File: src/rtl/pipeline_controller.sv
// Hazard/sequencing controller for the 5-stage pipeline: load-use stalls, branch flushes, multiply freezes.
// Optional stall statistics counter enabled by defining PIPELINE_STALL_STATS_EN.
module pipeline_controller #(
   parameter int REG_ADDR_W = 3,
   parameter int MUL_CYCLES = 4,
   parameter int CNT_W      = 8
) (
   input  logic                  clk,
   input  logic                  flush,
   input  logic [REG_ADDR_W-1:0] id_rs,
   input  logic [REG_ADDR_W-1:0] id_rt,
   input  logic                  ex_memRead,
   input  logic [REG_ADDR_W-1:0] ex_rd,
   input  logic                  branch_taken,
   input  logic                  mul_start,
   input  logic                  mem_busy,
   output logic                  pc_we,
   output logic                  ifid_we,
   output logic                  idex_we,
   output logic                  exmem_we,
   output logic                  memwb_we,
   output logic                  idex_bubble,
   output logic                  ifid_flush_n,
   output logic                  idex_flush_n,
   output logic                  mul_done,
   output logic [15:0]           stall_cycles,
   output logic [1:0]            fsm_state
);

   typedef enum logic [1:0] {
      RUN      = 2'd0,
      FLUSH    = 2'd1,
      MUL_BUSY = 2'd2
   } state_t;

   state_t           state, state_next;
   logic [CNT_W-1:0] cnt, cnt_next;
   logic             flush_n_q, flush_n_next;
   logic             load_use;

   // Valid/ready style is not used here: every enable is a pure function of state and this cycle's inputs.
   assign load_use = ex_memRead && (ex_rd != '0) && ((ex_rd == id_rs) || (ex_rd == id_rt));

   always_ff @(posedge clk or negedge flush) begin
      if (!flush) begin
         state     <= RUN;
         cnt       <= '0;
         flush_n_q <= 1'b0;
      end else begin
         state     <= state_next;
         cnt       <= cnt_next;
         flush_n_q <= flush_n_next;
      end
   end

   always_comb begin
      pc_we        = 1'b0;
      ifid_we      = 1'b0;
      idex_we      = 1'b0;
      exmem_we     = 1'b0;
      memwb_we     = 1'b0;
      idex_bubble  = 1'b0;
      mul_done     = 1'b0;
      state_next   = state;
      cnt_next     = cnt;
      flush_n_next = flush_n_q;
      // While in reset or waiting on memory everything holds and all enables stay low.
      if (flush && !mem_busy) begin
         flush_n_next = 1'b1;
         case (state)
            RUN: begin
               if (branch_taken) begin
                  {pc_we, ifid_we, idex_we, exmem_we, memwb_we} = 5'b11111;
                  state_next   = FLUSH;
                  flush_n_next = 1'b0;
               end else if (mul_start) begin
                  cnt_next   = CNT_W'(MUL_CYCLES - 2);
                  state_next = MUL_BUSY;
               end else if (load_use) begin
                  {idex_we, exmem_we, memwb_we} = 3'b111;
                  idex_bubble = 1'b1;
               end else begin
                  {pc_we, ifid_we, idex_we, exmem_we, memwb_we} = 5'b11111;
               end
            end
            FLUSH: begin
               exmem_we   = 1'b1;
               memwb_we   = 1'b1;
               state_next = RUN;
            end
            MUL_BUSY: begin
               if (cnt == '0) begin
                  {pc_we, ifid_we, idex_we, exmem_we, memwb_we} = 5'b11111;
                  mul_done   = 1'b1;
                  state_next = RUN;
               end else begin
                  cnt_next = cnt - CNT_W'(1);
               end
            end
            default: state_next = RUN;
         endcase
      end
   end

   assign ifid_flush_n = flush_n_q;
   assign idex_flush_n = flush_n_q;
   assign fsm_state    = state;

`ifdef PIPELINE_STALL_STATS_EN
   logic [15:0] stall_q;

   always_ff @(posedge clk or negedge flush) begin
      if (!flush) begin
         stall_q <= '0;
      end else if (!pc_we && (stall_q != 16'hFFFF)) begin
         stall_q <= stall_q + 16'd1;
      end
   end

   assign stall_cycles = stall_q;
`else
   assign stall_cycles = 16'h0000;
`endif

endmodule

File: config.mk
export PLATFORM = sky130hd
export DESIGN_NAME = pipeline_controller
export DESIGN_NICKNAME = d
export VERILOG_FILES = /design/src/rtl/pipeline_controller.sv
export SDC_FILE = /design/constraint.sdc
export NUM_CORES = 1
export LEC_CHECK = 0
export CAP_MARGIN = 20
export CORE_MARGIN = 4
export CORE_UTILIZATION = 41
export CTS_CLUSTER_DIAMETER = 120
export CTS_CLUSTER_SIZE = 14
export DETAILED_ROUTE_END_ITERATION = 6
export PLACE_DENSITY_LB_ADDON = 0.2
export SYNTH_ARGS = -nofsm -noshare
export SYNTH_HDL_FRONTEND = slang
export SYNTH_SLANG_ARGS = --single-unit
File: constraint.sdc
create_clock -name clk -period 2.5 [get_ports clk]
set_input_delay 0.375 -clock clk [delete_from_list [all_inputs] [get_ports clk]]
set_output_delay 0.375 -clock clk [all_outputs]
set_load 0.005 [all_outputs]
# Yosys cells after proc, flatten, opt, wreduce, memory -nomap -nowiden
# Index checks and enable logic that the tools add are counted.
[totals]
ff_bits = 11
in_bits = 15
word_cells = 53
[op_classes]
n_reduce_logical = 11
eq_ne = 9
addsub = 1
n_mux = 29
[op_table]
columns = ["operator", "count"]
rows = [
  ["two-way mux 8 bit", 3],
  ["two-way mux 1 bit", 18],
  ["case mux 8 bit (2 select lines)", 1],
  ["logical NOT 8 bit", 1],
  ["!= test 2 bit (second input constant)", 4],
  ["subtractor 8 x 1 -> 8 bit (second input constant)", 1],
  ["== test 3 bit", 2],
  ["two-way mux 2 bit", 3],
  ["AND reduction 5 bit", 1],
  ["case mux 1 bit (2 select lines)", 2],
  ["case mux 2 bit (2 select lines)", 1],
  ["logical AND 1 bit", 3],
  ["!= test 3 bit (second input constant)", 1],
  ["case mux 1 bit (3 select lines)", 1],
  ["AND reduction 3 bit", 1],
  ["nonzero test 3 bit", 1],
  ["== test 2 x 1 -> 1 bit (second input constant)", 1],
  ["== test 2 bit (second input constant)", 1],
  ["logical NOT 2 bit", 1],
  ["nonzero test 2 bit", 1],
  ["logical NOT 1 bit", 1],
  ["logical OR 1 bit", 1],
]

# Longest topological paths before layout
[depth]
word_depth = 8
depth_mapped = 6
ltp_nobuf = 5

# Worst setup path before layout
# Ideal clock, no wire load.
[synth_timing]
kind = "register to output"
start = "reg cnt[2]"
end = "out pc_we"
stages_incl_launch_ff = 6
t_required_ns = 2.125
path_slack_ns = 0.579
path_buffers = 1
arrival_ns = 1.546
cell_sequence = "dfrtp_1 nor4_2 a41oi_1 a2bb2oi_1 a21bo_2 buf_4"
[synth_via]
elab_chain_cells = 4
[synth_rtl]
columns = ["item", "line", "rtl"]
rows = [
  ["start, declared", "37", "logic [CNT_W-1:0] cnt, cnt_next;"],
  ["start signal, assigned", "51", "cnt <= cnt_next;"],
  ["logical NOT 8 bit", "92", "if (cnt == '0) begin"],
  ["two-way mux 1 bit", "--", ""],
  ["case mux 1 bit (2 select lines)", "--", ""],
  ["two-way mux 1 bit", "--", ""],
  ["end, declared", "17", "output logic pc_we,"],
]
# No other way between the ends.

# Final worst setup path
[layout_timing]
start = "in mem_busy"
end = "out idex_we"
[layout_via]
elab_chain_cells = 3
[layout_rtl]
columns = ["item", "line", "rtl"]
rows = [
  ["start, declared", "16", "input logic mem_busy,"],
  ["logical NOT 1 bit", "68", "if (flush && !mem_busy) begin"],
  ["logical AND 1 bit", "68", ""],
  ["two-way mux 1 bit", "68", ""],
  ["end, declared", "19", "output logic idex_we,"],
]
# No other way between the ends.

==> run metrics <==
vias in the first global route=approximately 850; EDFF count, synth=0; Worst Skew=0.00213 ns; Worst-Skew Late Latency=between 0.2 and 0.3 ns; critical path launch point type=primary input; share of synthesized registers carrying an async set or reset=1.00; initial antenna violation count=0; Worst EP arrival=2.06 ns; DRC=0; Via density=about 5; reg2reg start=fsm_state[0]; Syn Area/Cell=between 9 and 10 um2; Final Hold Vio Count=0; Clock Sinks=11; Tcrit/Tclk final=0.974; Port Buffer Count=25; sequential cell area=277 um2; status=finished clean; Clock Pin Slew Worst Setup and Hold Paths=0.07 ns; CP Max Fanout=4; worst vdd rail ir drop=around 460 uV; first-pass GRT wire length=4040 um; list of most frequent post-synthesis cells=buf_4 (19), dfrtp_1 (11), nand2_1 (5), nor2_1 (5); sw frac=0.397; clock buffer count from CTS=3; GR Layer Usage met2=0.262; cts hold-fix bufs=0; met3 usage=0.0325; H-tree Lvls=1; sequential share of power=0.316; Global Route Usage Sum=0.160; min Tclk post-route=roughly 2.4 ns; max_cap viols=0; LEAKAGE=0.000625 uW; WS Path Type=in2out; Synth Instances=roughly 100; largest net degree at the start of global routing=14; Worst setup startpoint=mem_busy; Int Pwr=a little under 600 uW; I/O pins=42; Pwr Total=968 uW; most common cell in the synthesized netlist=buf_4; Yosys warning count=0; prevailing post-synth register cell=dfrtp_1; cell row count=17; Yosys reg bits=11; core area=2210 um2; Pins Over Slew Limit=0; area growth from synthesis to layout=41.9%; Multi-input gate area=613 um2; Final setup viols=0; initial DRC count=16; via count=roughly 890; routed wire length=between 2000 and 2500 um; Power Dens Cells=~720 nW/um2; Area contributors post-synth=dfrtp_1 (29%), buf_4 (15%), a41oi_1 (2.8%), xnor2_1 (2.8%), xor2_1 (2.8%); grt met1 use=0.207; clock root cell=clkbuf_4; grt ovf=0; TritonCTS clock tree=built; Gate power share=0.556; Yosys top cell by area=dfrtp_1; Post-Syn Area=between 900 and 1000 um2; placed cell count=169; DIE WIDTH=~56 um; DR pass1 iterations=4; die area=around 3200 um2; Die H=roughly 56 um; Worst Setup End Kind=output pin; busiest layer in global routing=met2; switching pwr=approximately 380 uW; WP data required=between 2 and 2.5 ns; HPWL after DPL=1850 um; Wirelength per Cell=between 10 and 15 um; Layout fillers=between 200 and 250; CTS max path bufs=2; Initial Utilization=0.430; Layout Cells excl Fill=roughly 170; fmax=0.411 GHz; share of layout cells above drive strength 1=0.247; Worst Hold Class=in2async; clock share of power=0.128; Final GP Congestion=around 0.85; Synth top area share=0.289; remaining antenna violation count=0; post-synthesis sequential area ratio=0.289; RSZ-0062 raised after global routing=true; ANT cells=0; Layout Nets=164; number of distinct library cells after synthesis=41
[worst max-delay path, cell delays in order]
cell and delay, ns:
clkdlybuf4s50_1 0.43, or3b_4 0.42, buf_4 0.16, and2b_2 0.19, clkdlybuf4s50_1 0.49
[cells by family after synthesis]
group | share of synthesized area
adders and majority gates | 0.0263
other | 0.00394
DFF | 0.289
xor gates and xnor gates | 0.0552
muxes | 0.0105
AOI/OAI and AO/OA | 0.235
and+or+nand+nor | 0.201
buffers and inverters | 0.179
[cells in the final DEF, fill, tap and decap left out, types with 3 or more instances in the layout]
cell type	n
xnor2_1	3
clkbuf_4	3
nand2_1	5
dfrtp_1	10
conb_1	16
nand3_1	3
buf_4	18
o21ai_0	4
nor2b_1	3
inv_1	4
xor2_1	3
a21oi_1	3
dlygate4sd2_1	4
clkdlybuf4s50_1	19
nor2_1	5
[power groups by stage]
stage               sequential, uW  combinational (uW)  clock (uW)
floorplan                      294                 291           0
global placement               297                 488           0
detailed placement             299                 500           0
CTS                            304                 519         126
global route                   316                 597         134
finish                         306                 539         124
[routing by layer]
metal / vias up / wire length (um)
met1: 415 / 959
met2: 39 / 1190
met5: - / 0
met4: 0 / 31
li1: 430 / -
met3: 5 / 169
[stage by stage]
step | util | area, um2 | hold WS (ns) | setup slack (ns) | setup TNS [ns]
3_5_place_dp | 0.572 | 1270 | 0.511 | -0.295 | -0.605
3_3_place_gp | 0.572 | 1270 | 0.496 | -0.216 | -0.471
4_1_cts | 0.598 | 1320 | 0.202 | 0.000920 | 0
5_1_grt | 0.611 | 1350 | 0.209 | -0.0119 | -0.0137
6_report | 0.611 | 1350 | 0.203 | 0.0650 | 0
2_1_floorplan | - | 1010 | 0.0794 | 0.579 | 0
[cell type report]
class,instances,share of cell area
multi-input cells,84,0.454
repair buffers,43,0.285
flip-flops and latches,11,0.205
well taps,28,0.0259
clock buffers,4,0.0194
inverters,4,0.0111
[worst paths after layout]
path	depth (start not counted)	slack, ns	end
max in group asynchronous	2	2.13	cnt[3]
worst min-delay path	2	0.20	cnt[7]
worst max register to register	5	0.60	cnt[7]
min in group clk	1	0.52	idex_flush_n
worst min register to register	1	0.52	idex_flush_n
worst max-delay path	5	0.06	idex_we
[timing repair]
action	CTS	global route
endpoints found under the setup margin	6	4
gates resized for setup	10	6
pin swaps	0	3
buffers inserted	0	1
[flip-flops by register name (all words and copies together) (netlist names)]
| register | count |
|---|---|
| cnt | 8 |
| fsm_state | 2 |
| idex_flush_n | 1 |
(Power assumes the default switching activity.)
==> patch: new RTL, same flow settings <==
Build with the macro `PIPELINE_STALL_STATS_EN` defined.
--- a/src/rtl/pipeline_controller.sv
+++ b/src/rtl/pipeline_controller.sv
@@ -1,5 +1,7 @@
 // Hazard/sequencing controller for the 5-stage pipeline: load-use stalls, branch flushes, multiply freezes.
 // Optional stall statistics counter enabled by defining PIPELINE_STALL_STATS_EN.
+`define PIPELINE_STALL_STATS_EN
+
 module pipeline_controller #(
    parameter int REG_ADDR_W = 3,
    parameter int MUL_CYCLES = 4,
Function: changed (Yosys sat finds a counterexample within 4 cycles, from zero or initial values).
==> patch against the unedited design <==
  * Design area is 60% higher
  * Combinational power is 35% higher
  * Wire length is 50% higher
  * Critical path type is now reg2out
  * Sequential share of layout area is 11 points higher
  * Power is 80% higher
  * Setup slack worse by 0.0053 ns
  * Sequential cell count is 16 higher
  * First-iteration DRC count grew to 4.6 times the old value
  * Synthesized cell count is 49% higher
  * Global-route usage is 1.3 points lower
  * Sequential power is 150% higher
  * Synthesized area is 62% higher
  * Hold slack better by 0.31 ns
==> patch: results (changes against the unedited design) <==
* Run status: completed
* Vias at 1,336 (+50%)
* Routed wl met2 at 1690 um (+42%)
* Met1 WL at 1610 um (+68%)
* Internal power at 1.124 mW (+92%)
* Clk_skew at 0.005522 ns (+0.003387 ns)
* Layout cells sized above 1 at 17.39% (-7.3 points)
* Reg2Reg Depth at 11 (+6)
* Worst vdd ir at 499.0 uV (+7.7%)
* GR Layer Usage met2 at 24.26% (-2.0 points)
* Placed instance area at 2008 sq um (+59%)
* Global Route Usage Sum at 14.70% (-1.3 points)
* Hold Slack at 0.5162 ns (+0.3131 ns)
* P_comb at 0.728 mW (+35%)
* Routed WL at 3518 um (+50%)
* # placed instances at 242 (+43%)
* Cell area power density at 806.6 nW/um^2 (+13%)
* Clk slew on worst S/H paths at 0.10 ns (+0.03 ns)
* GPL Wtd Cong at 0.8053 (-5.0%)
* Largest net degree at the start of global routing at 29 (+15)
* Total length of routed met3 wires at 154 um (-8.9%)
* Worst reg2reg path startpoint: cnt[0]
* M1 GR Usage at 18.37% (-2.4 points)
* Final net count at 226 (+38%)
* Seq pwr share at 43.2% (+12 points)
* Setup crit start kind: register
* Non-Filler Instances at 255 (+47%)
* Number of flip-flops under the largest register name at 16 (+8)
* Leak pwr at 1.004 nW (+61%)
* Sequential share of the synthesized area at 43.76% (+15 points)
[patch: changes by cell type after synthesis, moves of 3 or more]
| cell | delta |
|---|---|
| buf_4 | -15 |
| nand2_1 | +3 |
| dfrtp_1 | +16 |
| xnor2_1 | +4 |
| and3_1 | +4 |
| nor2_1 | +9 |
| a31oi_1 | +3 |
| nand4_1 | +8 |
| a21oi_1 | +5 |
| nand2b_1 | +3 |
| xor2_1 | +8 |
| nand3_1 | +5 |
[patch: area by class of cell]
cell class	instances	area [sq um]
Multi-Input combinational cell	117	834.6
Clock inverter	1	7.507
Fill cell	312	1503
Tap cell	48	60.06
Inverter	4	15.01
Sequential cell	27	676.9
Timing Repair Buffer	55	523.0
Clock buffer	3	41.29
[patch: repair_timing]
item,4_1_cts,5_1_grt
gates resized for setup,7,7
buffers inserted,5,4
endpoints found under the setup margin,5,5
hold buffers,0,0
pin swaps,2,1
[patch: cells by family (layout without fill, tap and decap cells)]
family / count (synthesis) / count (layout) / share of synthesized area [%]
AND/OR/NAND/NOR: 67 / 67 / 25.61
flip-flops: 27 / 27 / 43.76
AO/OA/AOI/OAI: 25 / 25 / 11.02
XOR/XNOR: 18 / 18 / 10.21
buffers and inverters: 11 / 63 / 3.808
multiplexers: 4 / 4 / 3.160
adder cells (fa/ha/maj): 3 / 3 / 2.431
[patch: worst min-delay path by stage]
stage                          from         endpoint  depth (start not counted)
floorplan                     flush           cnt[0]                          0
global placement    stall_cycles[5]  stall_cycles[5]                          1
detailed placement  stall_cycles[5]  stall_cycles[5]                          1
CTS                 stall_cycles[5]  stall_cycles[5]                          1
global route        stall_cycles[0]  stall_cycles[0]                          1
finish              stall_cycles[5]  stall_cycles[5]                          1
